`config.mk`:
```
export PLATFORM = sky130hd
export DESIGN_NAME = decade_phase_tracker
export DESIGN_NICKNAME = d
export VERILOG_FILES = /design/src/rtl/decade_phase_tracker_pkg.sv /design/src/rtl/decade_phase_tracker_bcd_decade_stage.sv /design/src/rtl/decade_phase_tracker.sv
export SDC_FILE = /design/constraint.sdc
export NUM_CORES = 1
export LEC_CHECK = 0
export ABC_AREA = 1
export BUFFER_PORTS_ARGS = -buffer_cell sky130_fd_sc_hd__buf_4
export CORE_MARGIN = 5
export CORE_UTILIZATION = 40
export DETAILED_ROUTE_END_ITERATION = 6
export HOLD_SLACK_MARGIN = 0.1
export PLACE_DENSITY = 0.7
export SETUP_SLACK_MARGIN = 0.1
export SLEW_MARGIN = 10
export SYNTH_ARGS = -nofsm -noshare
export SYNTH_HDL_FRONTEND = slang
export SYNTH_SLANG_ARGS = --single-unit
```
`constraint.sdc`:
```
create_clock -name clk -period 2.1 [get_ports clk]
set_input_delay 0.21 -clock clk [delete_from_list [all_inputs] [get_ports clk]]
set_output_delay 0.21 -clock clk [all_outputs]
set_load 0.005 [all_outputs]
```
`src/rtl/decade_phase_tracker_pkg.sv`:
```
// decade_phase_tracker_pkg
// Shared types and helpers for the Johnson-decade phase tracker.
//   state_t       : tracker FSM states (SYNC / TRACK / FAULT)
//   bcd_t         : one BCD digit
//   PHASE_A0      : phase code for Johnson state 0
//   phase_dec_t   : decoded phase (valid flag + index)
//   phase_decode(): one-hot to index, valid only for exactly one set bit
package decade_phase_tracker_pkg;

    typedef enum logic [1:0] {
        SYNC  = 2'd0,
        TRACK = 2'd1,
        FAULT = 2'd2
    } state_t;

    typedef logic [3:0] bcd_t;

    localparam logic [9:0] PHASE_A0 = 10'b0000000001;
    localparam bcd_t       BCD_MAX  = 4'd9;

    typedef struct packed {
        logic       valid;
        logic [3:0] idx;
    } phase_dec_t;

    function automatic phase_dec_t phase_decode(input logic [9:0] phase);
        phase_dec_t r;
        // Exactly one bit set: non-zero and clearing the lowest set bit leaves zero.
        r.valid = (phase != 10'd0) && ((phase & (phase - 10'd1)) == 10'd0);
        r.idx   = 4'd0;
        for (int i = 0; i < 10; i++) begin
            if (phase[i]) begin
                r.idx = 4'(i);
            end
        end
        return r;
    endfunction

endpackage

```
`src/rtl/decade_phase_tracker_bcd_decade_stage.sv`:
```
// bcd_decade_stage
// One registered BCD digit of the decade cascade.
//   clk, rst : clock, async active-high reset
//   clr      : synchronous clear of the digit
//   cin      : increment request from the stage below
//   digit    : registered BCD value 0..9
//   cout     : combinational carry, high when cin arrives while digit is 9
module bcd_decade_stage
    import decade_phase_tracker_pkg::*;
(
    input  logic clk,
    input  logic rst,
    input  logic clr,
    input  logic cin,
    output bcd_t digit,
    output logic cout
);

    assign cout = cin && (digit == BCD_MAX);

    always_ff @(posedge clk or posedge rst) begin
        if (rst) begin
            digit <= 4'd0;
        end else if (clr) begin
            digit <= 4'd0;
        end else if (cin) begin
            digit <= (digit == BCD_MAX) ? 4'd0 : digit + 4'd1;
        end
    end

endmodule

```
`src/rtl/decade_phase_tracker.sv`:
```
// decade_phase_tracker
// Samples the ten one-hot phase lines of a Johnson decade counter, checks
// that they form a legal code stepping in sequence, and counts completed
// decades into a BCD cascade.
//   clk, rst : clock, async active-high reset
//   phase    : one-hot phase, bit i set in Johnson state i
//   clr      : synchronous clear of counts and fault (highest priority)
//   units    : BCD units digit (index of last accepted phase)
//   decades  : NDEC BCD digits, [3:0] is the tens digit
//   locked   : high while tracking
//   fault    : sticky illegal code / illegal transition flag
//   wrap     : one-cycle pulse when the full count rolls all-9 -> all-0
// Build option: define PHASE_SEQ_CHECK_EN to fault on a legal but
// out-of-sequence phase; otherwise such a phase resynchronises the units.
//
// state | meaning
// SYNC  | counts held at 0, waiting for phase a0
// TRACK | following the phase sequence and counting decades
// FAULT | counts frozen, fault set, leaves only on clr or rst
module decade_phase_tracker
    import decade_phase_tracker_pkg::*;
#(
    parameter int unsigned NDEC = 2
) (
    input  logic                clk,
    input  logic                rst,
    input  logic [9:0]          phase,
    input  logic                clr,
    output logic [3:0]          units,
    output logic [4*NDEC-1:0]   decades,
    output logic                locked,
    output logic                fault,
    output logic                wrap
);

    state_t     state;
    logic [3:0] prev_idx;
    phase_dec_t dec;
    logic [3:0] succ_idx;
    logic       is_succ;
    logic [NDEC:0] carry;

    assign dec      = phase_decode(phase);
    assign succ_idx = (prev_idx == 4'd9) ? 4'd0 : prev_idx + 4'd1;
    assign is_succ  = dec.valid && (dec.idx == succ_idx);

    // Only an accepted 9 -> 0 step feeds the cascade; the carry ripples
    // through every stage in the same cycle.
    assign carry[0] = (state == TRACK) && !clr && is_succ && (prev_idx == 4'd9);

    for (genvar g = 0; g < NDEC; g++) begin : g_stage
        bcd_decade_stage u_stage (
            .clk   (clk),
            .rst   (rst),
            .clr   (clr),
            .cin   (carry[g]),
            .digit (decades[4*g +: 4]),
            .cout  (carry[g+1])
        );
    end

    always_ff @(posedge clk or posedge rst) begin
        if (rst) begin
            state    <= SYNC;
            prev_idx <= 4'd0;
            units    <= 4'd0;
            locked   <= 1'b0;
            fault    <= 1'b0;
            wrap     <= 1'b0;
        end else if (clr) begin
            state    <= SYNC;
            prev_idx <= 4'd0;
            units    <= 4'd0;
            locked   <= 1'b0;
            fault    <= 1'b0;
            wrap     <= 1'b0;
        end else begin
            // Carry out of the top stage means every digit was 9.
            wrap <= carry[NDEC];
            case (state)
                SYNC: begin
                    if (phase == PHASE_A0) begin
                        state    <= TRACK;
                        prev_idx <= 4'd0;
                        units    <= 4'd0;
                        locked   <= 1'b1;
                    end
                end
                TRACK: begin
                    if (!dec.valid) begin
                        state  <= FAULT;
                        locked <= 1'b0;
                        fault  <= 1'b1;
                    end else if (dec.idx == prev_idx) begin
                        // stalled upstream counter: hold
                    end else if (is_succ) begin
                        units    <= dec.idx;
                        prev_idx <= dec.idx;
                    end else begin
`ifdef PHASE_SEQ_CHECK_EN
                        state  <= FAULT;
                        locked <= 1'b0;
                        fault  <= 1'b1;
`else
                        units    <= dec.idx;
                        prev_idx <= dec.idx;
`endif
                    end
                end
                FAULT: begin
                    locked <= 1'b0;
                    fault  <= 1'b1;
                end
                default: begin
                    state  <= FAULT;
                    locked <= 1'b0;
                    fault  <= 1'b1;
                end
            endcase
        end
    end

endmodule

```
After elaboration in Yosys (flattened, before gate mapping)
Index checks and enable logic that the tools add are counted.

storage, ports and cells
  flip-flop bits (word level) = 17
  latch bits = 0
  bits in writable memories = 0
  memory bits (read-only) = 0
  bits of input ports = 13
  output and inout bits = 15
  word-level logic and storage cells = 77
  memories kept = 0

cells by class
  add/sub/neg operators = 4
  $mul = 0
  divide/modulo/power cells = 0
  magnitude comparators = 0
  equal/unequal tests = 14
  shifts and indexed selects = 0
  multiplexer cells = 33
  bitwise operators = 1
  reductions and logical operators = 18

operators by type and width
  cell                   number
  $mux 4                 19
  $add 4x1->4 const B    3
  $eq 4x4->1 const B     3
  $ne 3x3->1 const B     4
  $and 10x10->10         1
  $eq 10x1->1 const B    1
  $logic_not 10->1       1
  $reduce_bool 10->1     1
  $sub 10x1->10 const B  1
  $eq 4x4->1             2
  $pmux 4 s2             1
  $logic_and 1x1->1      7
  $mux 1                 7
  $mux 2                 3
  $pmux 2 s3             1
  $ne 2x2->1 const B     2
  $pmux 1 s2             2
  $reduce_and 2->1       2
  $reduce_and 4->1       1
  $reduce_bool 2->1      2
  $reduce_and 3->1       1
  $reduce_bool 3->1      1
  $eq 2x1->1 const B     1
  $eq 2x2->1 const B     1
  2 further kinds        2

Logic depth before layout (Yosys ltp)
  depth in word-level cells = 16
  mapped depth = 14
  gate-level depth less buffers = 14

Cells and area by module
Synthesis repeated with hierarchy kept, for this count alone.

second synthesis, totals
  cell total of the unflattened synthesis = 192
  area, all modules = 1267.5 um^2

by module, submodules not included
  module                instances  cells an instance  area each (um^2)  seq. area each (um^2)
  decade_phase_tracker  1          118                729.4             225.2
  bcd_decade_stage      2          37                 269.0             100.1

Worst setup path before layout
OpenSTA, ideal clock, no wires.

  kind = input-to-reg
  start = in phase[4]
  end = reg g_stage[0].u_stage.digit[0]
  library setup time = 0.117 ns
  arrival = 1.356 ns
  required time = 1.983 ns
  slack = 0.627 ns
  cell stages on the path = 10
  buffers on the path = 0
  cell sequence = nor2_2 > nand2_2 > nor2_4 > nor2_1 > nor2_2 > nand4_4 > nor3_4 > nor2_2 > nand2_1 > nand2_1

between the ends
  longest elaborated chain between the ends = 11
  elaborated cells between the ends (all ways) = 16
  classes of those cells = add/sub (1); eq/ne (1); mux (6); bitwise (1); reduce/logical (7)

ends and longest elaborated chain
  what                                                   line                                         source
  start, declared                                        decade_phase_tracker.sv:27                   input logic [9:0] phase,
  branches (longest 7 deep; another with $sub 10x1->10)  n/a
  $logic_and 1x1->1 (*)                                  decade_phase_tracker.sv:45                   assign is_succ = dec.valid && (dec.idx == succ_idx);
  $logic_and 1x1->1 (*) (2 in series)                    decade_phase_tracker.sv:49                   assign carry[0] = (state == TRACK) && !clr && is_succ && (prev_idx == 4'd9);
  $reduce_bool 2->1 (no line) (*)                        n/a
  end signal, assigned                                   decade_phase_tracker_bcd_decade_stage.sv:27  digit <= (digit == BCD_MAX) ? 4'd0 : digit + 4'd1;
  end, declared                                          decade_phase_tracker_bcd_decade_stage.sv:15  output bcd_t digit,

Mark *: on every way between the ends.
A chain may end at the register's enable or synchronous reset.

Worst setup path in the final report
  start = in clr
  end = reg g_stage[0].u_stage.digit[0]

between the ends
  longest elaborated chain between the ends = 5
  elaborated cells between the ends (all ways) = 6
  classes of those cells = mux (1); reduce/logical (5)

ends and longest elaborated chain
  what                             line                        source
  start, declared                  decade_phase_tracker.sv:28  input logic clr,
  $logic_not 1->1                  decade_phase_tracker.sv:49
  $logic_and 1x1->1 (3 in series)  decade_phase_tracker.sv:49
  $reduce_bool 2->1 (no line)      n/a

Parallel ways exist; a longest one is shown, timed or not.

==> summary.txt <==
CTS
  • H-tree Lvls: 1
  • Post-CTS Hold Buffers: 2
  • Post-CTS Setup Bufs: 0
  • Clock Latency Late Sink: 290 ps
  • CTS max path bufs: 2
  • Clk sink count: 17
  • Clk slew on worst S/H paths: 100 ps
  • Clk root buf: clkbuf_4
  • Num CTS Buffers: 3
  • CTS tree: done
  • CTS resizes: 0

Final layout
  • Net count, final: 242
  • Area taken by multi-input logic gates: 802 µm²
  • Reg area: 425 µm²
  • Area delta synth->final: 24.2%
  • Antenna diodes: 0
  • Fraction of layout cells with a size suffix above 1: 0.237
  • Commonest non-fill, non-tap cell in the layout: nand2_1
  • # fillers: 334
  • Most frequent cells in the layout: nand2_1 (63), buf_4 (29), nor2_1 (21)

GRT
  • Initial antenna violation count: 0
  • Number of global-route vias before repair: 1148
  • First-pass GRT wire length: 4930 µm
  • Largest net degree at the start of global routing: 18
  • Met1 Use GR: 0.193
  • GR Layer Usage met2: 0.222
  • M3 GR Usage: 0.0399
  • Total gr overflow: 0
  • Global route hottest layer: met2
  • Total track usage: 0.142

Setup path
  • CP max FO: 9
  • Critical path origin: clr
  • RR Endpoint: g_stage[0].u_stage.digit[0]
  • Nature of the critical path endpoint: register
  • R2r worst-path depth: 6
  • Reg-to-reg startpoint: prev_idx[1]
  • CP Launch Type: input port
  • Data required, critical path: 2290 ps
  • Worst path arrival time: 1970 ps
  • Crit path kind: input port to register
  • R2R Setup Slk: 470 ps

Timing
  • FMAX: 560 MHz
  • Final worst-path cycle share: 0.851
  • RSZ-0062 raised after global routing: no
  • Slew HR: 0.580
  • Final setup TNS: 0 ps
  • Final-report hold violation count: 0
  • Max-slew violations: 0
  • Clk_skew: 8.82 ps
  • Period minus WS final: 1790 ps
  • Slew @ Worst Pin: 629 ps
  • Final setup fails: 0

Place
  • I/O Buffers: 27
  • Hpwl dp: 2310 µm
  • Routability congestion estimate: 0.831

Routing
  • Detailed Route WL: 2870 µm
  • Detailed-router iteration count before antenna repair: 4
  • DR iter-0 viols: 58
  • Vias: 1298
  • DRC viols: 0
  • Final antenna-violating net count: 0
  • Routed len/inst: 10.7 µm
  • Vias per cell: 4.84

Logic synthesis
  • YS warnings: 0
  • Sequential area share after synthesis: 0.325
  • Xor/xnor share of the synthesized area: 0.0401
  • Syn nets: 207
  • Synth Area in Compound Gates: 0.0382
  • Synthesized area per cell: 6.89 µm²
  • Simple-gate area share of the yosys netlist: 0.496
  • Mux share of post-synthesis cell area: 0
  • Synth Cell Area: 0.00131 mm²
  • Synth top area share: 0.325
  • Number of synthesized flops with an enable pin: 0
  • Post-synthesis cell count: 190
  • Synth Area in Adders: 0.0382
  • Unique masters post-synth: 26
  • Top cells by area, synth: dfrtp_1 (32%), nand2_1 (18%), nand3_1 (6.9%)
  • Dominant synthesized flop cell: dfrtp_1
  • Fraction of registers with async set/reset: 1.00
  • #FFs+latches synth: 17
  • Cell taking the most area after synthesis: dfrtp_1
  • Largest family of logic cells by synthesized area: simple AND/OR/NAND/NOR gates

Worst hold path
  • Hold Crit Endpoint: prev_idx[3]
  • Hold_sp: phase[8]
  • Worst hold path class: input port to register
  • Worst Hold Depth: 5

Floorplan
  • Initial Util: 0.422
  • Total core area: 0.00310 mm²
  • Die Height: 67.2 µm
  • Boundary pin count: 28
  • Die area: 0.00452 mm²
  • Die width: 67.2 µm
  • Rows: 20

Run status
  • Status: complete, no violations

Power and ir drop
  • Peak supply drop: 0.000446 V
  • Total Power: 0.000716 W
  • Leak: 0.884 nW
  • PD cells: 440 mW/mm²

Flow run
  • Max_cap viols: 0
## worst max path at each step
stage                     cells past startpoint                           to
final                                        10  g_stage[0].u_stage.digit[0]
after global routing                         10  g_stage[0].u_stage.digit[0]
after global placement                       11  g_stage[0].u_stage.digit[1]
after CTS                                    10  g_stage[0].u_stage.digit[2]
after detailed placement                     11  g_stage[0].u_stage.digit[2]
after floorplan                              10  g_stage[0].u_stage.digit[0]
## cell families after synthesis
kind of cell    count (synthesis)
simple gates                  134
buf+inv                        22
flops                          17
compound gates                  7
xor+xnor                        6
fa+ha+maj                       4
## power breakdown
group | total, W | switching, W | internal [W]
clock network | 0.000174 | 0.000103 | 0.0000708
logic | 0.000185 | 0.000107 | 0.0000777
registers | 0.000357 | 0.0000132 | 0.000344
## routing by layer
layer  routed length, µm  share of wire
met1                1390           0.48
met2                1320           0.46
met3                 138          0.048
met4                  19         0.0066
met5                   0              0
## stage by stage
step / worst slack (ps) / util / cell area, µm² / hold slack [ps] / std cells
2_1_floorplan: 627 / - / 1310 / 136 / 190
3_3_place_gp: 303 / 0.509 / 1580 / 340 / 262
3_5_place_dp: 255 / 0.509 / 1580 / 338 / 262
4_1_cts: 308 / 0.524 / 1630 / 359 / 268
5_1_grt: 132 / 0.524 / 1630 / 389 / 268
6_report: 314 / 0.524 / 1630 / 362 / 268
## registers in the layout, indices dropped and copies added, names as in the netlist
signal                 cells
prev_idx                   4
locked                     1
fault                      1
wrap                       1
state                      2
g_stage.u_stage.digit      8
## final cells by class
cell class / instances / area share
clock buffers: 3 / 0.0138
clock inverters: 1 / 0.00308
inverters: 21 / 0.0485
multi-input cells: 151 / 0.493
flip-flops and latches: 17 / 0.262
well taps: 44 / 0.0338
repair buffers: 31 / 0.146
## synth_stat cells, types with 2 or more instances
| library cell | instances |
|---|---|
| nor2_2 | 6 |
| nand3_1 | 18 |
| nor2_1 | 21 |
| xnor2_1 | 3 |
| nand2_1 | 63 |
| ha_1 | 4 |
| inv_2 | 3 |
| a21oi_1 | 4 |
| xor2_1 | 3 |
| nand2_2 | 2 |
| nor2_4 | 3 |
| dfrtp_1 | 17 |
| inv_1 | 18 |
| nand4_1 | 11 |
| nor4_1 | 3 |
## worst max-delay path, stage by stage
cell and delay, ps:
dlygate4sd3_1 540, buf_4 150, inv_1 60, nand2_1 130
inv_1 150, nand4_4 190, nor3_4 330, nor2_2 100
nand2_1 70, nand2_1 40
(Power assumes the default switching activity.)
